### src/rtl/spi_peripheral.sv
// SPI mode-0 write-only slave: synchronises SCLK/COPI/nCS into clk and decodes
// 16-bit write frames into the five pwm_peripheral control registers.
module spi_peripheral #(
   parameter int unsigned SYNC_STAGES = 2,
   parameter logic [6:0]  MAX_ADDR    = 7'h04
) (
   input  logic       clk,
   input  logic       rst_n,
   input  logic       sclk_in,
   input  logic       copi_in,
   input  logic       ncs_in,
   output logic [7:0] en_reg_out_7_0,
   output logic [7:0] en_reg_out_15_8,
   output logic [7:0] en_reg_pwm_7_0,
   output logic [7:0] en_reg_pwm_15_8,
   output logic [7:0] pwm_duty_cycle,
   output logic       wr_strobe,
   output logic       frame_err
);

   localparam int unsigned NumRegs = 5;

   typedef enum logic [1:0] {StIdle, StShift, StCommit} state_e;

   state_e                   state_q, state_d;
   logic [SYNC_STAGES-1:0]   sclk_sync_q, copi_sync_q, ncs_sync_q;
   logic                     sclk_hist_q, ncs_hist_q;
   logic [4:0]               bit_cnt_q, bit_cnt_d;
   logic [15:0]              shift_q, shift_d;
   logic [NumRegs-1:0][7:0]  regs_q, regs_d;
   logic                     wr_strobe_q, wr_strobe_d;
   logic                     frame_err_q, frame_err_d;

   logic sclk_s, copi_s, ncs_s;
   logic sclk_rise, ncs_fall, ncs_rise;
   logic frame_ok;

   assign sclk_s = sclk_sync_q[SYNC_STAGES-1];
   assign copi_s = copi_sync_q[SYNC_STAGES-1];
   assign ncs_s  = ncs_sync_q[SYNC_STAGES-1];

   assign sclk_rise = sclk_s & ~sclk_hist_q;
   assign ncs_fall  = ~ncs_s & ncs_hist_q;
   assign ncs_rise  = ncs_s & ~ncs_hist_q;

   // Address is also bounded by the register count so a wide MAX_ADDR cannot
   // report a write that lands nowhere.
   assign frame_ok = (bit_cnt_q == 5'd16) && shift_q[15] &&
                     (shift_q[14:8] <= MAX_ADDR) && (shift_q[14:8] < 7'(NumRegs));

   always_ff @(posedge clk or negedge rst_n) begin
      if (!rst_n) begin
         sclk_sync_q <= '0;
         copi_sync_q <= '0;
         ncs_sync_q  <= '1;
         sclk_hist_q <= 1'b0;
         ncs_hist_q  <= 1'b1;
      end else begin
         sclk_sync_q <= {sclk_sync_q[SYNC_STAGES-2:0], sclk_in};
         copi_sync_q <= {copi_sync_q[SYNC_STAGES-2:0], copi_in};
         ncs_sync_q  <= {ncs_sync_q[SYNC_STAGES-2:0], ncs_in};
         sclk_hist_q <= sclk_s;
         ncs_hist_q  <= ncs_s;
      end
   end

   always_comb begin
      state_d     = state_q;
      bit_cnt_d   = bit_cnt_q;
      shift_d     = shift_q;
      regs_d      = regs_q;
      wr_strobe_d = 1'b0;
      frame_err_d = 1'b0;
      unique case (state_q)
         StIdle: begin
            if (ncs_fall) begin
               bit_cnt_d = '0;
               shift_d   = '0;
               state_d   = StShift;
            end
         end
         StShift: begin
            if (ncs_fall) begin
               bit_cnt_d = '0;
               shift_d   = '0;
            end else if (ncs_rise) begin
               state_d = StCommit;
            end else if (sclk_rise) begin
               shift_d = {shift_q[14:0], copi_s};
               if (bit_cnt_q != 5'd17) bit_cnt_d = bit_cnt_q + 5'd1;
            end
         end
         StCommit: begin
            state_d = StIdle;
            if (frame_ok) begin
               for (int unsigned i = 0; i < NumRegs; i++) begin
                  if (shift_q[14:8] == 7'(i)) regs_d[i] = shift_q[7:0];
               end
               wr_strobe_d = 1'b1;
            end else begin
               frame_err_d = 1'b1;
            end
         end
         default: state_d = StIdle;
      endcase
   end

   always_ff @(posedge clk or negedge rst_n) begin
      if (!rst_n) begin
         state_q     <= StIdle;
         bit_cnt_q   <= '0;
         shift_q     <= '0;
         regs_q      <= '0;
         wr_strobe_q <= 1'b0;
         frame_err_q <= 1'b0;
      end else begin
         state_q     <= state_d;
         bit_cnt_q   <= bit_cnt_d;
         shift_q     <= shift_d;
         regs_q      <= regs_d;
         wr_strobe_q <= wr_strobe_d;
         frame_err_q <= frame_err_d;
      end
   end

   assign en_reg_out_7_0  = regs_q[0];
   assign en_reg_out_15_8 = regs_q[1];
   assign en_reg_pwm_7_0  = regs_q[2];
   assign en_reg_pwm_15_8 = regs_q[3];
   assign pwm_duty_cycle  = regs_q[4];
   assign wr_strobe       = wr_strobe_q;
   assign frame_err       = frame_err_q;

endmodule

### config.mk
export PLATFORM = sky130hd
export DESIGN_NAME = spi_peripheral
export DESIGN_NICKNAME = d
export VERILOG_FILES = /design/src/rtl/spi_peripheral.sv
export SDC_FILE = /design/constraint.sdc
export NUM_CORES = 1
export LEC_CHECK = 0
export CORE_MARGIN = 3
export CORE_UTILIZATION = 55
export DETAILED_ROUTE_END_ITERATION = 16
export GPL_ROUTABILITY_DRIVEN = 0
export PLACE_DENSITY = 0.82
export RECOVER_POWER = 100
export SLEW_MARGIN = 5
export SYNTH_ARGS = -nofsm -noshare
export SYNTH_HDL_FRONTEND = slang
export SYNTH_SLANG_ARGS = --single-unit
### constraint.sdc
create_clock -name clk -period 7.2 [get_ports clk]
set_clock_uncertainty 0.2 [all_clocks]
set_input_delay 2.16 -clock clk [delete_from_list [all_inputs] [get_ports clk]]
set_output_delay 2.16 -clock clk [all_outputs]
set_load 0.1 [all_outputs]
After elaboration in Yosys (flattened, before gate mapping)
Index checks and enable logic that the tools add are counted.

Add/sub/neg operators: 1. Order comparisons: 2. Eq/ne operators: 14. Multiplexer cells: 19. Bitwise gates (word level): 6. Reduce and logical (&&, ||, !) cells: 14.

Operators with widths (number): 16-bit 2-to-1 mux (4); 16-bit one-hot mux with 2 select lines (1); 5-bit 2-to-1 mux (5); 3-bit AND reduction (6); 7-bit by 2-bit equality test with 1-bit output, second input constant (2); 5-bit one-hot mux with 2 select lines (1); 3-bit != test, second input constant (3); 7-bit by 1-bit equality test with 1-bit output, second input constant (1); 7-bit by 3-bit equality test with 1-bit output, second input constant (1); 7-bit by 3-bit less-or-equal comparator with 1-bit output, second input constant (1); 7-bit zero test (1); 7-bit by 3-bit < comparator with 1-bit output, second input constant (1); 2-bit 2-to-1 mux (3); 2-bit != test, second input constant (3); 5-bit by 1-bit adder with 5-bit output, second input constant (1); 5-bit equality test, second input constant (1); 5-bit != test, second input constant (1); 5-bit AND reduction (1); 1-bit 2-to-1 mux (4); 2-bit one-hot mux with 2 select lines (1); 4-bit AND reduction (1); 1-bit AND (3); 1-bit logical AND (3); 1-bit inverter (3); 4 further kinds (4).

Register bits: 73. Input port bits: 5. Output and inout bits: 42. Word-level logic and storage cells: 71.

Depth between registers and ports, before layout
Gate-level depths: netlist (run 1).

Depth in word-level cells: 6. Gate-level depth with buffers: 8. Depth with buffers taken out: 6.

Least setup slack after synthesis (run 1)
OpenSTA, ideal clock, no wires.

Kind: register to output. Start: register regs_q, in the netlist en_reg_out_7_0[0]. End: output port en_reg_out_7_0[0]. Arrival time: 0.898 ns. Required time: 4.840 ns. Path slack: 3.942 ns. Cell stages (with the launch flop): 1. Buffers on the path: 0. Cell sequence: dfrtp_1.

RTL lines: start: declaration (RTL line 30) `logic [NumRegs-1:0][7:0] regs_q, regs_d;`; start signal: assignment (RTL line 120) `regs_q <= regs_d;`; end: declaration (RTL line 12) `output logic [7:0] en_reg_out_7_0,`.

No word-level cell between the ends.

Worst setup path after layout (run 1)
Start: register regs_q, in the netlist en_reg_out_7_0[0]. End: output port en_reg_out_7_0[0].

No word-level cell between the ends.

==> results of run 1 <==
flip-flops by register name, indices dropped and copies added (netlist names), 5 cells and up:
signal	count
pwm_duty_cycle	8
shift_q	16
en_reg_out_7_0	8
en_reg_pwm_7_0	8
en_reg_out_15_8	8
en_reg_pwm_15_8	8
bit_cnt_q	5
layer usage:
metal	vias up	routed length (microns)	share of wire, %
met4	0	108	2.0
met5	-	0	0
met2	52	2530	47
li1	885	-	-
met3	10	207	3.8
met1	936	2540	47
logic make-up (layout without fill, tap and decap cells):
logic type,Yosys count,in the layout,share of synthesized area (%)
buffers and inverters,12,68,2.04
AO/OA/AOI/OAI,27,27,5.15
multiplexers,41,41,16.7
flip-flops,73,73,62.2
AND/OR/NAND/NOR,68,68,12.6
adder cells (fa/ha/maj),3,3,1.28
placed cells by master, fill, tap and decap left out, types with 2 or more instances in the layout:
cell type	n
mux2_1	8
or4_1	3
clkbuf_8	9
nor2b_1	2
dlygate4sd3_1	45
dfstp_2	2
o22ai_1	2
clkbuf_1	2
nor3b_1	3
nand2_1	36
nand2b_1	7
nor2_1	3
inv_1	4
a21oi_1	2
nand3_1	3
mux2_2	32
o21ai_0	18
buf_4	2
or4b_1	2
clkinv_2	2
nor3_1	4
ha_1	3
dfrtp_1	70
worst reg2reg max path, stage by stage (launching register included):
cell	delay [ns]
dfrtp_1	0.41
inv_1	0.11
ha_1	0.17
or4b_1	0.47
or4_1	0.56
nor3b_1	1.33
mux2_2	0.44
stage by stage:
stage               power, mW  cell area, sq um
global placement        0.479              3450
global route            0.807              3580
floorplan               0.461              2940
detailed placement      0.482              3450
finish                  0.774              3580
CTS                     0.783              3640
cell type report:
type / instances / area share, %
inverters: 4 / 0.420
repair buffers: 48 / 13.2
multi-input cells: 139 / 27.6
well taps: 67 / 2.34
clock buffers: 11 / 3.67
clock inverters: 5 / 1.57
flip-flops and latches: 73 / 51.2
power groups by stage:
stage	clock [mW]	sequential, mW	combinational, mW
2_1_floorplan	0	0.434	0.0271
3_3_place_gp	0	0.435	0.0445
3_5_place_dp	0	0.435	0.0466
4_1_cts	0.309	0.427	0.0468
5_1_grt	0.327	0.429	0.0510
6_report	0.303	0.427	0.0436
path summary, 6_finish.rpt:
check,end,slack (ns)
max in group asynchronous,shift_q[13],4.40
max,en_reg_out_7_0[0],2.93
min,sclk_sync_q[1],0.15
max reg2reg,en_reg_out_15_8[1],3.41
min reg2reg,sclk_sync_q[1],0.15
min in group asynchronous,bit_cnt_q[0],1.83
==> metrics.md, run 1 <==
| Metric | Value |
|---|---|
| Internal Power | a little under 0.6 mW |
| HP Start | sclk_sync_q[0] |
| Worst path required time | a little under 5 ns |
| Max Freq | around 230 MHz |
| Root Driver | clkbuf_8 |
| Dpl cells | 331 |
| Util after Layout | between 70% and 80% |
| Clock sink count | 73 |
| Drt wl/cell | around 16 microns |
| Yosys reg bits | 73 |
| Ys Warns | 0 |
| Sw frac | a little under a quarter |
| CTS buffer count | 9 |
| GRT Residual Overflow | 0 |
| # DRC | 0 |
| Initial antenna violation count | 0 |
| Number of I/O port buffers | 46 |
| Worst skew pair latency | between 0.3 and 0.4 ns |
| Slew headroom | -10.3% |
| Final Setup Violations | 0 |
| CP top delay family | buffers and inverters |
| Site row count | 25 |
| 1st-iter DRT viols | 130 |
| Share of cells above drive strength 1 | 18.2% |
| Count leader, synth | dfrtp_1 |
| First-pass GRT wire length | just over 9000 microns |
| Via density per instance | between 5 and 6 |
| Sequential share of the synthesized area | 62.2% |
| Mapped Area | 2940 sq um |
| WL final | approximately 5400 microns |
| Slew at the pin closest to its max-slew limit | 1.65 ns |
| Primary FF master, synth | dfrtp_1 |
| Sw Pwr | between 0.15 and 0.2 mW |
| Async set-reset flop share out of synthesis | 100% |
| Post-synth cell types | 35 |
| Met1 usage | between 20% and 30% |
| Post-Syn Area per Cell | 13.1 sq um |
| Gr usage total | roughly a fifth |
| TNS Setup | 0 ns |
| Number of max-cap violations | 2 |
| Quantity of gates resized following cts | 0 |
| Max H-tree Level | 3 |
| Failing checks | max-capacitance violations, max-slew violations |
| Die H | 79.1 microns |
| Critical path's largest stage delay | around 1.2 ns |
| I/O pins | between 40 and 50 |
| Final worst path period share | a little under 60% |
| Detailed Place HPWL | between 3000 and 4000 microns |
| Multi-input logic area | 988 sq um |
| Setup Buffers After CTS | 0 |
| Status | finished, violations left |
| Core area | about 5000 sq um |
| Final worst slack | 2.93 ns |
| Dominant cell type by area after synthesis | dfrtp_1 |
| Power Density | about 220 nW/um^2 |
| Fill cells | 365 |
| Combinational power share | under 10% |
| Share of total power in the clock network | a little under 40% |
| Layout area overhead | 21.6% |
| Final Non-Filler Cells | 347 |
| CP endpoint kind | output port |
| Seq pwr share | between 50% and 60% |
| Slowest-stage cell, CP | dlygate4sd3_1 |
| RR Startpoint | bit_cnt_q[0] |
| Number of stages on the worst setup path | 1 |
| Hold-fix buffers at CTS | 0 |
| Hold Fails Final Rpt | 0 |
| Worst min-delay path category | reg -> reg |
| Max Transition Viols Final | 9 |
| Syn Inst Count | 224 |
| Ant diodes | 0 |
| Hold path depth | 0 |
| Pleak | around 1.8 nW |
| Number of global-route vias before repair | ~1,900 |
| Routed Antenna Nets | 0 |
| NumNets Final | approximately 280 |
| Starting density of the core | approximately three fifths |
| TritonCTS clock tree | built |
| EDFF count, synth | 0 |
| Reg clk slew, reported paths | 0.08 ns |
| Crit path cell chain | dlygate4sd3_1 |
| Min cycle time layout | between 4 and 5 ns |
| DR pass1 iterations | 5 |
| CP Class | reg -> out |
| Share of the synthesized area in the top cell type | 59.5% |
| DR vias | 1,883 |
| M3 GR Usage | under 10% |
| Maximum vdd drop | between 0.2 and 0.25 mV |
| Die ar. | approximately 6300 sq um |
| Largest net degree at the start of global routing | between 70 and 80 |
| Reg area | roughly 1800 sq um |
| Die X | between 70 and 80 microns |
| Met2 Use GR | a little under a third |
| Post-synthesis net count | between 200 and 250 |
| Area contributors post-synth | dfrtp_1, mux2_2, nand2_1, mux2_4, o21ai_0 |
| Unrepaired setup endpoints after global routing | false |
| Max FO, Critical Path | 2 |
| Clock buffer depth | 2 |
| CP Launch Type | flip-flop |
| Synth cell count leaders | dfrtp_1, nand2_1, mux2_2, o21ai_0, mux2_4 |
| DP Worst Slack | around 3.3 ns |
| Hold Worst Slack | ~0.15 ns |
| Crit. Startpoint | en_reg_out_7_0[0] |
| Worst r2r path cells | 6 |
| Arr. time, crit path | 1.91 ns |
| GRT Max-Usage Layer | met2 |
| Crit path buf inv count | 1 |
No activity file was read; power rests on OpenSTA's default activity.
==> inputs of run 2 (changes only) <==
--- a/config.mk
+++ b/config.mk
@@ -6,10 +6,10 @@
 export NUM_CORES = 1
 export LEC_CHECK = 0
 export CORE_MARGIN = 3
-export CORE_UTILIZATION = 55
+export CORE_UTILIZATION = 53
 export DETAILED_ROUTE_END_ITERATION = 16
 export GPL_ROUTABILITY_DRIVEN = 0
-export PLACE_DENSITY = 0.82
+export PLACE_DENSITY = 0.79
 export RECOVER_POWER = 100
 export SLEW_MARGIN = 5
 export SYNTH_ARGS = -nofsm -noshare
==> constraint.sdc (replaced) <==
create_clock -name clk -period 4.15 [get_ports clk]
set_clock_uncertainty 0.2 [all_clocks]
set_input_delay 1.245 -clock clk [delete_from_list [all_inputs] [get_ports clk]]
set_output_delay 1.245 -clock clk [all_outputs]
set_load 0.1 [all_outputs]
==> metrics.md, run 2 (synthesized netlist as in run 1, its figures left out) <==
| Metric | Value |
|---|---|
| Largest net degree at the start of global routing | 39 (-47%) |
| Starting density of the core | 56.2% (-3.4 points) |
| Final Setup Violations | 0 (unchanged) |
| CP Launch Type | flip-flop |
| Fin area | 3500 sq um (-2.1%) |
| Reg with most FFs | shift_q |
| Status | completed |
| NumNets Final | 284 (+0.35%) |
| CP top delay family | buffers and inverters |
| Worst skew pair latency | 0.34 ns (about the same) |
| Setup Buffers After CTS | 0 (unchanged) |
| TNS Setup | 0 ns (unchanged) |
| Min cycle time layout | between 3 and 4 ns |
| DR vias | 1,881 (-0.11%) |
| Number of global-route vias before repair | 1,897 (+2.5%) |
| Hold-fix buffers at CTS | 0 (unchanged) |
| TritonCTS clock tree | built |
| First-pass GRT wire length | 9360 microns (+0.15%) |
| Max FO, Critical Path | 2 (unchanged) |
| WL final | 5460 microns (+1.4%) |
| Max H-tree Level | 3 (unchanged) |
| Quantity of gates resized following cts | 0 (unchanged) |
| Drt wl/cell | 15.6 microns (+0.50%) |
| Crit path buf inv count | 1 (unchanged) |
| CP Class | reg -> out |
| I/O pins | 47 (unchanged) |
| Worst min-delay path category | reg -> reg |
| Slew at the pin closest to its max-slew limit | 1.25 ns (-0.406 ns) |
| DR pass1 iterations | 5 (unchanged) |
| Gr usage total | 19.5% (+0.072 points) |
| Clock buffer depth | 2 (unchanged) |
| Pleak | 1.68 nW (-5.4%) |
| Slew headroom | 17.0% (+27 points) |
| Site row count | 26 (+4.0%) |
| Slowest-stage cell, CP | dlygate4sd3_1 |
| Max Transition Viols Final | 0 (-9) |
| Maximum vdd drop | 0.270 mV (+32%) |
| GRT Residual Overflow | 0 (unchanged) |
| Placed Area | 3410 sq um (-1.1%) |
| Worst path required time | 2.70 ns (-2.14 ns) |
| Root Driver | clkbuf_8 |
| Arr. time, crit path | 1.92 ns (about the same) |
| 1st-iter DRT viols | 102 (-22%) |
| Final worst path period share | just over 80% |
| Number of max-cap violations | 0 (-2) |
| Unrepaired setup endpoints after global routing | false |
| Routed Antenna Nets | 0 (unchanged) |
| Ant diodes | 0 (unchanged) |
| Die X | 80.5 microns (+1.7%) |
| CTS buffer count | 9 (unchanged) |
| CP endpoint kind | output port |
| Layout area overhead | 19.0% |
| Via density per instance | 5.37 (-0.96%) |
| Die ar. | 6480 sq um (+3.5%) |
| Crit path cell chain | dlygate4sd3_1 |
| # DRC | 0 (unchanged) |
| Hold Fails Final Rpt | 0 (unchanged) |
| Share of cells above drive strength 1 | 18.9% (+0.71 points) |
| Core area | 5240 sq um (+6.0%) |
| Max Freq | between 200 and 300 MHz |
| Power Density | 400 nW/um^2 (+85%) |
| Number of I/O port buffers | 46 (unchanged) |
| Reg clk slew, reported paths | 0.07 ns (about the same) |
| Die H | 80.5 microns (+1.7%) |
| Critical path's largest stage delay | 1.21 ns (about the same) |
| Commonest non-fill, non-tap cell in the layout | dfrtp_1 |
| Clock sink count | 73 (unchanged) |
| Detailed Place HPWL | 3680 microns (+3.9%) |
| Hold Worst Slack | 0.149 ns (+0.000822 ns) |
| Max reg flops | 16 (unchanged) |
| Commonest cells after routing, fill and taps aside | dfrtp_1, nand2_1, mux2_2 |
| Initial antenna violation count | 0 (unchanged) |
## run 2: changes by cell type in the layout (fill, tap and decap cells not counted)
cell,previous run,this run
buf_2,1,0
bufinv_16,1,2
clkbuf_1,2,21
clkinv_2,2,3
clkinvlp_4,1,0
dlygate4sd3_1,45,26
nor3b_1,3,1
nor3b_2,0,1
nor3b_4,0,1
## run 2: final timing paths
kind / start / slack (ns) / cells past startpoint / endpoint
setup / recovery: en_reg_out_15_8[1] / 0.78 / 1 / en_reg_out_15_8[1]
hold / removal: sclk_sync_q[0] / 0.15 / 0 / sclk_sync_q[1]
setup reg to reg: bit_cnt_q[0] / 0.93 / 6 / en_reg_pwm_7_0[0]
hold reg to reg: sclk_sync_q[0] / 0.15 / 0 / sclk_sync_q[1]
max in group asynchronous: rst_n / 1.27 / 2 / en_reg_out_15_8[1]
min in group asynchronous: rst_n / 0.83 / 1 / shift_q[5]
## run 2: layout make-up
type	count	area, sq um
clock buffer	9	124
timing repair buffer	49	354
multi-input combinational	139	1000
sequential	73	1830
inverter	4	15.0
fill	405	1740
clock inverter	6	83.8
tap	70	87.6
## run 2: metal layers
metal	share of wire, %	GRT usage (%)	vias to the layer above
li1	-	-	882
met1	46	26.8	934
met2	46	28.2	53
met3	5.2	4.15	12
met4	2.8	12.2	0
met5	0	0	-
## run 2: per-stage QoR
stage | total power [mW] | worst slack [ns] | cells | util, %
global route | 1.44 | 0.744 | 350 | 66.8
detailed placement | 0.835 | 1.20 | 335 | 65.2
global placement | 0.831 | 1.22 | 335 | 65.2
floorplan | 0.801 | 1.38 | 224 | -
finish | 1.40 | 0.781 | 350 | 66.8
CTS | 1.41 | 0.830 | 350 | 69.2
## run 2: power breakdown
group          total, mW  internal [mW]  leakage, nW  switching [mW]
Clock              0.584          0.333        0.109           0.251
Sequential         0.741          0.726        0.993          0.0155
Combinational     0.0746         0.0214        0.580          0.0532
==> inputs of run 3 (changes only) <==
==> constraint.sdc (replaced) <==
create_clock -name clk -period 3.3 [get_ports clk]
set_clock_uncertainty 0.2 [all_clocks]
set_input_delay 0.99 -clock clk [delete_from_list [all_inputs] [get_ports clk]]
set_output_delay 0.99 -clock clk [all_outputs]
set_load 0.1 [all_outputs]
==> metrics.md, run 3 (synthesized netlist as in run 1, its figures left out) <==
| Metric | Value |
|---|---|
| GRT Residual Overflow | 0 (unchanged) |
| Clock buffer depth | 2 (unchanged) |
| Power Density | 538 nW/um^2 (+34%) |
| Die H | 80.5 microns (unchanged) |
| Ant diodes | 0 (unchanged) |
| Arr. time, crit path | 2.96 ns (+1.04 ns) |
| I/O pins | 47 (unchanged) |
| Number of global-route vias before repair | 1,745 (-8.0%) |
| Max Transition Viols Final | 0 (unchanged) |
| Number of max-cap violations | 0 (unchanged) |
| Initial antenna violation count | 0 (unchanged) |
| First-pass GRT wire length | 9160 microns (-2.2%) |
| Core area | 5240 sq um (unchanged) |
| NumNets Final | 284 (unchanged) |
| Slew at the pin closest to its max-slew limit | 1.22 ns (-0.0276 ns) |
| Slowest-stage cell, CP | or4_4 |
| Fill cells | 423 (+4.4%) |
| Detailed Place HPWL | 3550 microns (-3.5%) |
| Via density per instance | 5.26 (-2.1%) |
| Routed Antenna Nets | 0 (unchanged) |
| Commonest cells after routing, fill and taps aside | dfrtp_1, clkbuf_1, nand2_1 |
| Max reg flops | 16 (unchanged) |
| Root Driver | clkbuf_8 |
| Slew headroom | 19.2% (+2.2 points) |
| Worst min-delay path category | reg -> reg |
| Number of I/O port buffers | 46 (unchanged) |
| 1st-iter DRT viols | 140 (+37%) |
| Hold-fix buffers at CTS | 0 (unchanged) |
| DR pass1 iterations | 4 (-1) |
| Share of total power in the clock network | 44.1% (+2.4 points) |
| DP Worst Slack | 0.358 ns (-0.840 ns) |
| Largest net degree at the start of global routing | 57 (+46%) |
| Hold Fails Final Rpt | 0 (unchanged) |
| Sw Pwr | 0.406 mW (+27%) |
| Unrepaired setup endpoints after global routing | false |
| Setup Buffers After CTS | 0 (unchanged) |
| Critical path's largest stage delay | 0.56 ns (-0.65 ns) |
| Drt wl/cell | 15.5 microns (-0.43%) |
| Seq pwr share | 50.7% (-2.2 points) |
| DR vias | 1,846 (-1.9%) |
| Pleak | 1.57 nW (-6.8%) |
| Site row count | 26 (unchanged) |
| Final Setup Violations | 0 (unchanged) |
| Crit path cell chain | inv_1 > ha_1 > or4b_1 > or4_4 > or3_1 > mux2_1 |
| Starting density of the core | 56.2% (unchanged) |
| CP endpoint kind | flip-flop |
| Die ar. | 6480 sq um (unchanged) |
| Share of cells above drive strength 1 | 19.6% (+0.64 points) |
| Max Freq | ~340 MHz |
| Worst skew pair latency | 0.34 ns (about the same) |
| R2r setup slk | 0.37 ns (-0.56 ns) |
| WL final | 5450 microns (-0.15%) |
| Sw frac | 22.1% (-0.73 points) |
| Worst path required time | 3.32 ns (+0.62 ns) |
| Max H-tree Level | 3 (unchanged) |
| CP Launch Type | flip-flop |
| Util after Layout | 65.1% (-1.7 points) |
| Min cycle time layout | 2.93 ns |
| Internal Power | 1.43 mW (+32%) |
| Reg clk slew, reported paths | 0.08 ns (about the same) |
| Layout area overhead | 16.0% |
| TNS Setup | 0 ns (unchanged) |
| Maximum vdd drop | 0.296 mV (+9.7%) |
| Reg with most FFs | shift_q |
| Quantity of gates resized following cts | 0 (unchanged) |
| CP Class | reg -> reg |
| Final worst slack | 0.366 ns (-0.414 ns) |
| Commonest non-fill, non-tap cell in the layout | dfrtp_1 |
| Final worst path period share | between 80% and 90% |
| Gr usage total | 19.4% (-0.16 points) |
| # DRC | 0 (unchanged) |
| Combinational power share | 5.2% (about the same) |
| CTS buffer count | 9 (unchanged) |
| Status | completed |
| TritonCTS clock tree | built |
| Die X | 80.5 microns (unchanged) |
| Max FO, Critical Path | 8 (+6) |
| Clock sink count | 73 (unchanged) |
[run 3: changes by cell type in the layout (fill, tap and decap cells not counted), sizes merged]
cell | previous run | this run
dlygate4sd3 | 26 | 3
clkinv | 4 | 2
clkbuf | 30 | 56
[run 3: per-layer routing]
layer	vias to the layer above	routed length [microns]	global-route usage, %
li1	889	-	-
met4	0	105	9.80
met1	902	2620	28.3
met5	-	0	0
met2	46	2460	26.8
met3	9	266	4.60
[run 3: power by group through the flow]
stage	sequential (mW)	combinational, mW	clock [mW]
3_5_place_dp	0.949	0.104	0
2_1_floorplan	0.948	0.0591	0
5_1_grt	0.934	0.111	0.865
4_1_cts	0.932	0.104	0.827
6_report	0.931	0.0960	0.809
3_3_place_gp	0.948	0.100	0
[run 3: per-stage QoR]
step	power, mW	instances	cell area [sq um]	hold WS, ns
final	1.84	351	3410	0.152
after global routing	1.91	351	3410	0.155
after CTS	1.86	351	3610	0.153
after detailed placement	1.05	335	3370	0.136
after global placement	1.05	335	3370	0.131
after floorplan	1.01	224	2940	0.131
[run 3: path summary, 6_finish.rpt]
check	endpoint	cells after the start	startpoint
setup reg to reg	en_reg_out_7_0[2]	6	bit_cnt_q[0]
hold / removal	sclk_sync_q[1]	0	sclk_sync_q[0]
max in group asynchronous	ncs_sync_q[0]	2	rst_n
hold reg to reg	sclk_sync_q[1]	0	sclk_sync_q[0]
min in group asynchronous	en_reg_pwm_15_8[4]	1	rst_n
setup / recovery	en_reg_out_7_0[2]	6	bit_cnt_q[0]
[run 3: area by class of cell]
class / instances / area [sq um] / area share (%)
sequential: 73 / 1830 / 53.6
multi-input combinational: 139 / 1020 / 29.8
timing repair buffer: 49 / 223 / 6.53
clock buffer: 12 / 165 / 4.84
tap: 70 / 87.6 / 2.57
clock inverter: 4 / 73.8 / 2.16
inverter: 4 / 15.0 / 0.440
[run 3: worst max-delay path, delay by kind of cell (launching register included)]
kind | cells | cell delay (ns)
multiplexers | 1 | 0.39
AND/OR/NAND/NOR | 3 | 1.56
buffers and inverters | 1 | 0.10
adder cells (fa/ha/maj) | 1 | 0.15
flip-flops | 1 | 0.41
